**config.mk**
```make
export PLATFORM = sky130hd
export DESIGN_NAME = fetch_sequencer
export DESIGN_NICKNAME = d
export VERILOG_FILES = /design/src/rtl/fetch_sequencer.sv
export SDC_FILE = /design/constraint.sdc
export NUM_CORES = 1
export LEC_CHECK = 0
export CAP_MARGIN = 20
export CORE_ASPECT_RATIO = 1.4
export CORE_MARGIN = 3
export CORE_UTILIZATION = 46
export DETAILED_ROUTE_END_ITERATION = 10
export HOLD_SLACK_MARGIN = 0.08
export PLACE_DENSITY = 0.88
export SLEW_MARGIN = 20
export SYNTH_ARGS = -nofsm -noshare
export SYNTH_HDL_FRONTEND = slang
export SYNTH_SLANG_ARGS = --single-unit
```
**constraint.sdc**
```tcl
create_clock -name clk -period 5.4 [get_ports clk]
set_input_delay 1.08 -clock clk [delete_from_list [all_inputs] [get_ports clk]]
set_output_delay 1.08 -clock clk [all_outputs]
set_load 0.02 [all_outputs]
```
**src/rtl/fetch_sequencer.sv**
```systemverilog
// fetch_sequencer: fetch controller for the pico-MIPS core.
// Owns the pc, drives the combinational program memory address and registers
// the returned word into instr_out/ir_pc/instr_valid. Redirects (jump/branch)
// squash the wrong-path fetch with a one-cycle bubble; supports stall/halt/resume.
// Ports: clk, n_reset (async active-low); address -> memory, instr_in <- memory;
//        stall, branch_en/branch_offset, jump_en/jump_target, halt_req, resume in;
//        instr_out, ir_pc, instr_valid, halted out.
module fetch_sequencer #(
  parameter  int N             = 8,
  parameter  int AddrSz        = 6,
  localparam int InstructionSz = N + 16
) (
  input  logic                     clk,
  input  logic                     n_reset,
  output logic [AddrSz-1:0]        address,
  input  logic [InstructionSz-1:0] instr_in,
  input  logic                     stall,
  input  logic                     branch_en,
  input  logic [AddrSz-1:0]        branch_offset,
  input  logic                     jump_en,
  input  logic [AddrSz-1:0]        jump_target,
  input  logic                     halt_req,
  input  logic                     resume,
  output logic [InstructionSz-1:0] instr_out,
  output logic [AddrSz-1:0]        ir_pc,
  output logic                     instr_valid,
  output logic                     halted
);

  typedef enum logic [1:0] {BOOT, RUN, HALT} state_t;

  localparam logic [AddrSz-1:0] AddrOne = {{(AddrSz-1){1'b0}}, 1'b1};

  state_t                   state, state_nx;
  logic [AddrSz-1:0]        pc, pc_nx;
  logic [InstructionSz-1:0] instr_nx;
  logic [AddrSz-1:0]        ir_pc_nx;
  logic                     valid_nx;
  logic                     redirect;
  logic [AddrSz-1:0]        target;

  assign address = pc;
  assign halted  = (state == HALT);

  // Redirects only act on a valid instruction; bubbles, BOOT and HALT all
  // have instr_valid=0, so stale branch/jump requests are ignored there.
  assign redirect = instr_valid && (jump_en || branch_en);
  // Offset is already AddrSz wide, so sign extension is the identity and the
  // sum wraps modulo the memory depth.
  assign target   = jump_en ? jump_target : (ir_pc + AddrOne + branch_offset);

  always_ff @(posedge clk or negedge n_reset) begin
    if (!n_reset) begin
      state       <= BOOT;
      pc          <= '0;
      instr_out   <= '0;
      ir_pc       <= '0;
      instr_valid <= 1'b0;
    end else begin
      state       <= state_nx;
      pc          <= pc_nx;
      instr_out   <= instr_nx;
      ir_pc       <= ir_pc_nx;
      instr_valid <= valid_nx;
    end
  end

  always_comb begin
    state_nx = state;
    pc_nx    = pc;
    instr_nx = instr_out;
    ir_pc_nx = ir_pc;
    valid_nx = instr_valid;

    unique case (state)
      BOOT: begin
        state_nx = halt_req ? HALT : RUN;
      end

      RUN: begin
        if (!stall) begin
          if (redirect) begin
            pc_nx    = target;
            valid_nx = 1'b0;
          end else if (!halt_req) begin
            instr_nx = instr_in;
            ir_pc_nx = pc;
            valid_nx = 1'b1;
            pc_nx    = pc + AddrOne;
          end else begin
            // Halting without redirect: pc kept so that word is fetched on resume.
            valid_nx = 1'b0;
          end
          if (halt_req) state_nx = HALT;
        end
      end

      HALT: begin
        valid_nx = 1'b0;
        // Resume edge does not fetch; the held pc is fetched on the next RUN edge.
        if (resume && !halt_req) state_nx = RUN;
      end

      default: begin
        state_nx = BOOT;
      end
    endcase
  end

endmodule

```
## Yosys cells after proc, flatten, opt, wreduce, memory -nomap -nowiden

Index checks and enable logic that the tools add are counted.
W data, S select, Z words.

| word-level totals | value |
|---|---|
| register bits | 39 |
| input bits | 43 |
| output and inout bits | 38 |
| word-level logic and storage cells | 39 |

| cells by class | value |
|---|---|
| add/subtract/negate cells | 3 |
| equality and inequality tests | 6 |
| multiplexer cells | 12 |
| bitwise logic cells | 3 |
| reductions and logical operators | 10 |

Operators with widths:

| cell | number |
|---|---|
| $mux W6 | 3 |
| $add A6 B1 Y6 const B | 2 |
| $mux W2 | 4 |
| $add A6 B6 Y6 | 1 |
| $pmux W2 S3 | 1 |
| $reduce_and A3 Y1 | 2 |
| $ne A2 B1 Y1 const B | 2 |
| $ne A2 B2 Y1 const B | 2 |
| $reduce_and A4 Y1 | 1 |
| $mux W1 | 3 |
| $not A1 Y1 | 3 |
| $eq A2 B1 Y1 const B | 1 |
| $eq A2 B2 Y1 const B | 1 |
| $logic_and A1 B1 Y1 | 2 |
| $logic_not A2 Y1 | 1 |
| $pmux W1 S2 | 1 |
| $reduce_and A2 Y1 | 1 |
| $reduce_bool A2 Y1 | 1 |
| $logic_not A1 Y1 | 1 |
| $logic_or A1 B1 Y1 | 1 |

## Longest topological paths before layout

| logic depth | value |
|---|---|
| word-level depth | 5 |
| depth in mapped cells | 8 |
| depth with buffers taken out | 8 |

## Worst setup path after synthesis

No wires, ideal clock.

| timing | value |
|---|---|
| kind | input port to flip-flop |
| start point | in branch_offset[0] |
| end point | reg pc[4] (netlist: address[4]) |
| arrival time | 2.561 ns |
| data required time | 5.318 ns |
| setup slack | 2.757 ns |
| stages on the path | 8 |
| path buffers | 0 |
| cells stage by stage | inv_1 -> ha_1 -> fa_1 -> nand2b_1 -> a21boi_0 -> nor3_1 -> or3b_1 -> a31oi_1 |

| on the way | value |
|---|---|
| word-level cells in the longest chain between the ends | 3 |

RTL lines:

| element | line | RTL |
|---|---|---|
| start: declaration | 19 | `input logic [AddrSz-1:0] branch_offset,` |
| $add A6 B6 Y6 | 50 | `assign target = jump_en ? jump_target : (ir_pc + AddrOne + branch_offset);` |
| $mux W6 | 50 |  |
| $mux W6 | 82 | `if (redirect) begin` |
| end signal: assignment | 61 | `pc <= pc_nx;` |
| end: declaration | 35 | `logic [AddrSz-1:0] pc, pc_nx;` |

Every way passes these cells.
A chain may end at the register's enable or synchronous reset.

## Final worst setup path

| timing | value |
|---|---|
| start point | in jump_en |
| end point | reg ir_pc[3] |

| on the way | value |
|---|---|
| word-level cells in the longest chain between the ends | 4 |

RTL lines:

| element | line | RTL |
|---|---|---|
| start: declaration | 20 | `input logic jump_en,` |
| $logic_or A1 B1 Y1 | 47 | `assign redirect = instr_valid && (jump_en \|\| branch_en);` |
| $logic_and A1 B1 Y1 | 47 |  |
| $not A1 Y1 (no source line) | - |  |
| $reduce_and A4 Y1 (no source line) | - |  |
| end signal: assignment | 63 | `ir_pc <= ir_pc_nx;` |
| end: declaration | 25 | `output logic [AddrSz-1:0] ir_pc,` |

Every way passes these cells.

==> impl_metrics.csv <==
group,metric,value,unit
critical_path,crit_fanout,32,
floorplanning,coreArea,3950,sq um
pwr,internal_power,1.00,mW
clock_network,cts-htree-levels,2,
synthesis,syn-num-nets,214,
detailed_routing,drcViolationCount,0,
synthesis,mappedNetlistArea,1910,sq um
floorplanning,start_util,0.484,
worst_hold_path,hp-class,"flip-flop to flip-flop",
clock_network,cts.sinks,39,
critical_path,r2r_start,"instr_valid$_DFFE_PN0P_",
floorplanning,ios,81,
pwr,clock_power_share,0.185,
worst_hold_path,hold_end,"instr_out[2]$_DFFE_PN0P_",
detailed_routing,avgViaCountPerCell,5.37,
synthesis,yosysTopAreaCell,"dfrtp_1",
synthesis,yosys_warnings,0,
synthesis,synthTopCellsByCount,"dfrtp_1, mux2_2, nand2_1",
synthesis,yosysMostFrequentCell,"dfrtp_1",
clock_network,cts_tree,"built",
pwr,irDropWorstVdd,383,uV
timing,rsz0062_at_grt,"no",
floorplanning,die_x,60.5,um
run,drv_cap,0,
synthesis,synth_edf_count,0,
critical_path,worstSetupEndpointType,"flip-flop",
floorplanning,die-area,4980,sq um
pwr,p_comb_frac,0.480,
global_routing,grt_pass1_wl,7080,um
critical_path,r2r_cells,4,
floorplanning,rows,27,
global_routing,gr-total-overflow,0,
clock_network,path_clk_slew,0.08,ns
timing,tightest_slew,0.881,ns
detailed_routing,wl_per_cell,15.9,um
synthesis,synth_area_leaders,"dfrtp_1, mux2_2, ha_1, o21ai_0, nand2_1",
synthesis,ys_seq_area_frac,0.510,
timing,layout_min_cycle_time,3.68,ns
clock_network,post_cts_buffers,0,
synthesis,syn_avg_cell_area,11.7,sq um
synthesis,synthCells,164,
global_routing,antenna_found_initial,0,
worst_hold_path,hold_start,"instr_out[2]$_DFFE_PN0P_",
placement,port_buffers,80,
timing,finClkSkew,0.00354,ns
placement,gp_congestion,0.787,
cells_and_area,syn2layout_area_growth,49.1,%
synthesis,synth_top_area_share,0.510,
worst_hold_path,min_path_cells,1,
floorplanning,die_h,82.3,um
cells_and_area,diodes,0,
pwr,switchingPower,0.559,mW
detailed_routing,drt_first_pass_iters,4,
detailed_routing,drtIter0Drc,47,
timing,fin_crit_sh,0.681,
cells_and_area,instances_no_fill,289,
synthesis,ys.flop_type,"dfrtp_1",
placement,place_inst,281,
global_routing,grt_max_degree,40,
timing,slew_violations,0,
cells_and_area,final_nets,295,
critical_path,startpoint_type,"primary input",
timing,tns,0,ns
critical_path,rrSetupSlack,2.93,ns
timing,finalHoldViolCount,0,
clock_network,clock_path_buffers,2,
critical_path,crit_arrival,3.85,ns
global_routing,first_global_vias,1515,
status,status,"complete, no violations",
pwr,p_sw_frac,0.358,
timing,setup_viol,0,
pwr,p_leak,1.19,nW
clock_network,cts-resized-gates,0,
clock_network,insertion_delay,0.29,ns
clock_network,cts_root_buf,"clkbuf_8",
clock_network,cts_buffers,5,
critical_path,rr_endpoint,"ir_pc[3]$_DFFE_PN0P_",
pwr,seqPwrFrac,0.334,
synthesis,yosys_register_bits,39,
detailed_routing,drtAntennaViolNets,0,
timing,clock.fmax,0.272,GHz
pwr,powerDensity,547,nW/um^2
cells_and_area,fillers,288,
placement,post-dp-hpwl,3450,um
timing,relSlewSlack,0.412,
detailed_routing,vias,1552,
clock_network,postCtsHoldBufs,0,
synthesis,async_flop_share,1.00,
global_routing,grt_usage,0.191,
critical_path,path_class,"primary input to flip-flop",
critical_path,worstPathRequired,5.57,ns
detailed_routing,wirelength,4590,um
cells_and_area,drive_gt1_frac,0.159,
synthesis,yosysUniqueCellTypes,39,
## worst max-delay path, stage by stage
cell	delay, ns
clkdlybuf4s50_1	0.61
o21ai_1	0.69
nand2b_1	0.29
nor2_4	0.73
mux2_2	0.42
## flip-flops by register name, indices dropped and copies added, names as in the netlist
| name | count |
|---|---|
| ir_pc | 6 |
| instr_valid | 1 |
| state | 2 |
| instr_out | 24 |
| address | 6 |
## stage by stage
stage	hold WS (ns)	setup slack [ns]	cell area (sq um)	power (mW)	utilization
floorplan	0.464	2.76	1910	0.913	-
global placement	0.476	1.64	2720	1.26	0.687
detailed placement	0.493	1.46	2720	1.28	0.687
CTS	0.503	1.72	2850	1.58	0.721
global route	0.525	1.49	2850	1.65	0.721
finish	0.510	1.72	2850	1.56	0.721
## how the worst max path moves through the flow
| stage | from | to | slack [ns] | cells after the start |
|---|---|---|---|---|
| 2_1_floorplan | branch_offset[0] | address[4]$_DFFE_PN0P_ | 2.76 | 8 |
| 3_3_place_gp | jump_en | instr_out[19]$_DFFE_PN0P_ | 1.64 | 5 |
| 3_5_place_dp | jump_en | instr_out[1]$_DFFE_PN0P_ | 1.46 | 5 |
| 4_1_cts | jump_en | instr_out[1]$_DFFE_PN0P_ | 1.72 | 5 |
| 5_1_grt | jump_en | instr_out[6]$_DFFE_PN0P_ | 1.49 | 5 |
| 6_report | jump_en | ir_pc[3]$_DFFE_PN0P_ | 1.72 | 5 |
## cells by family (layout without fill, tap and decap cells)
family          count (synthesis)  after routing  share of synthesized area
fa+ha+maj                       7              7                     0.0497
mux                            28             28                      0.165
compound gates                 39             39                      0.126
xor+xnor                        2              2                    0.00916
flops                          39             39                      0.510
simple gates                   36             36                      0.102
buf+inv                        13             95                     0.0380
## per-layer routing
| layer | wire [um] | global-route usage |
|---|---|---|
| met5 | 0 | 0 |
| met4 | 65 | 0.0651 |
| met3 | 274 | 0.0591 |
| met2 | 2470 | 0.317 |
| met1 | 1780 | 0.234 |
## layout by cell type (no fill, tap or decap), drive strengths merged
master,instances
nand4,2
nor2,6
dfrtp,39
nand2,13
clkinvlp,1
a21oi,8
buf,1
clkdlybuf4s50,79
o41ai,1
or3b,1
a22oi,1
xor2,2
nor2b,2
nand2b,3
a21o,2
a211o,1
nand3,1
and3,1
a31oi,3
inv,7
o32ai,1
a21boi,3
mux2,28
clkbuf,5
ha,6
a2111oi,1
fa,1
nor4b,1
o21a,1
nor3,2
o22ai,4
o31ai,1
and2,1
nand3b,2
bufinv,2
o21ai,12
and3b,1
## area by class of cell
type	count	area (sq um)	area share
clock buffer	5	68.8	0.0241
tap	43	53.8	0.0189
multi-input combinational	112	863	0.303
clock inverter	3	67.6	0.0237
inverter	7	26.3	0.00921
timing repair buffer	80	796	0.279
sequential	39	976	0.342
## power groups by stage
stage	logic (mW)	registers (mW)	clock network, mW
finish	0.750	0.521	0.289
global route	0.804	0.543	0.306
CTS	0.760	0.522	0.298
detailed placement	0.754	0.527	0
global placement	0.739	0.522	0
floorplan	0.238	0.675	0
(Power assumes the default switching activity.)
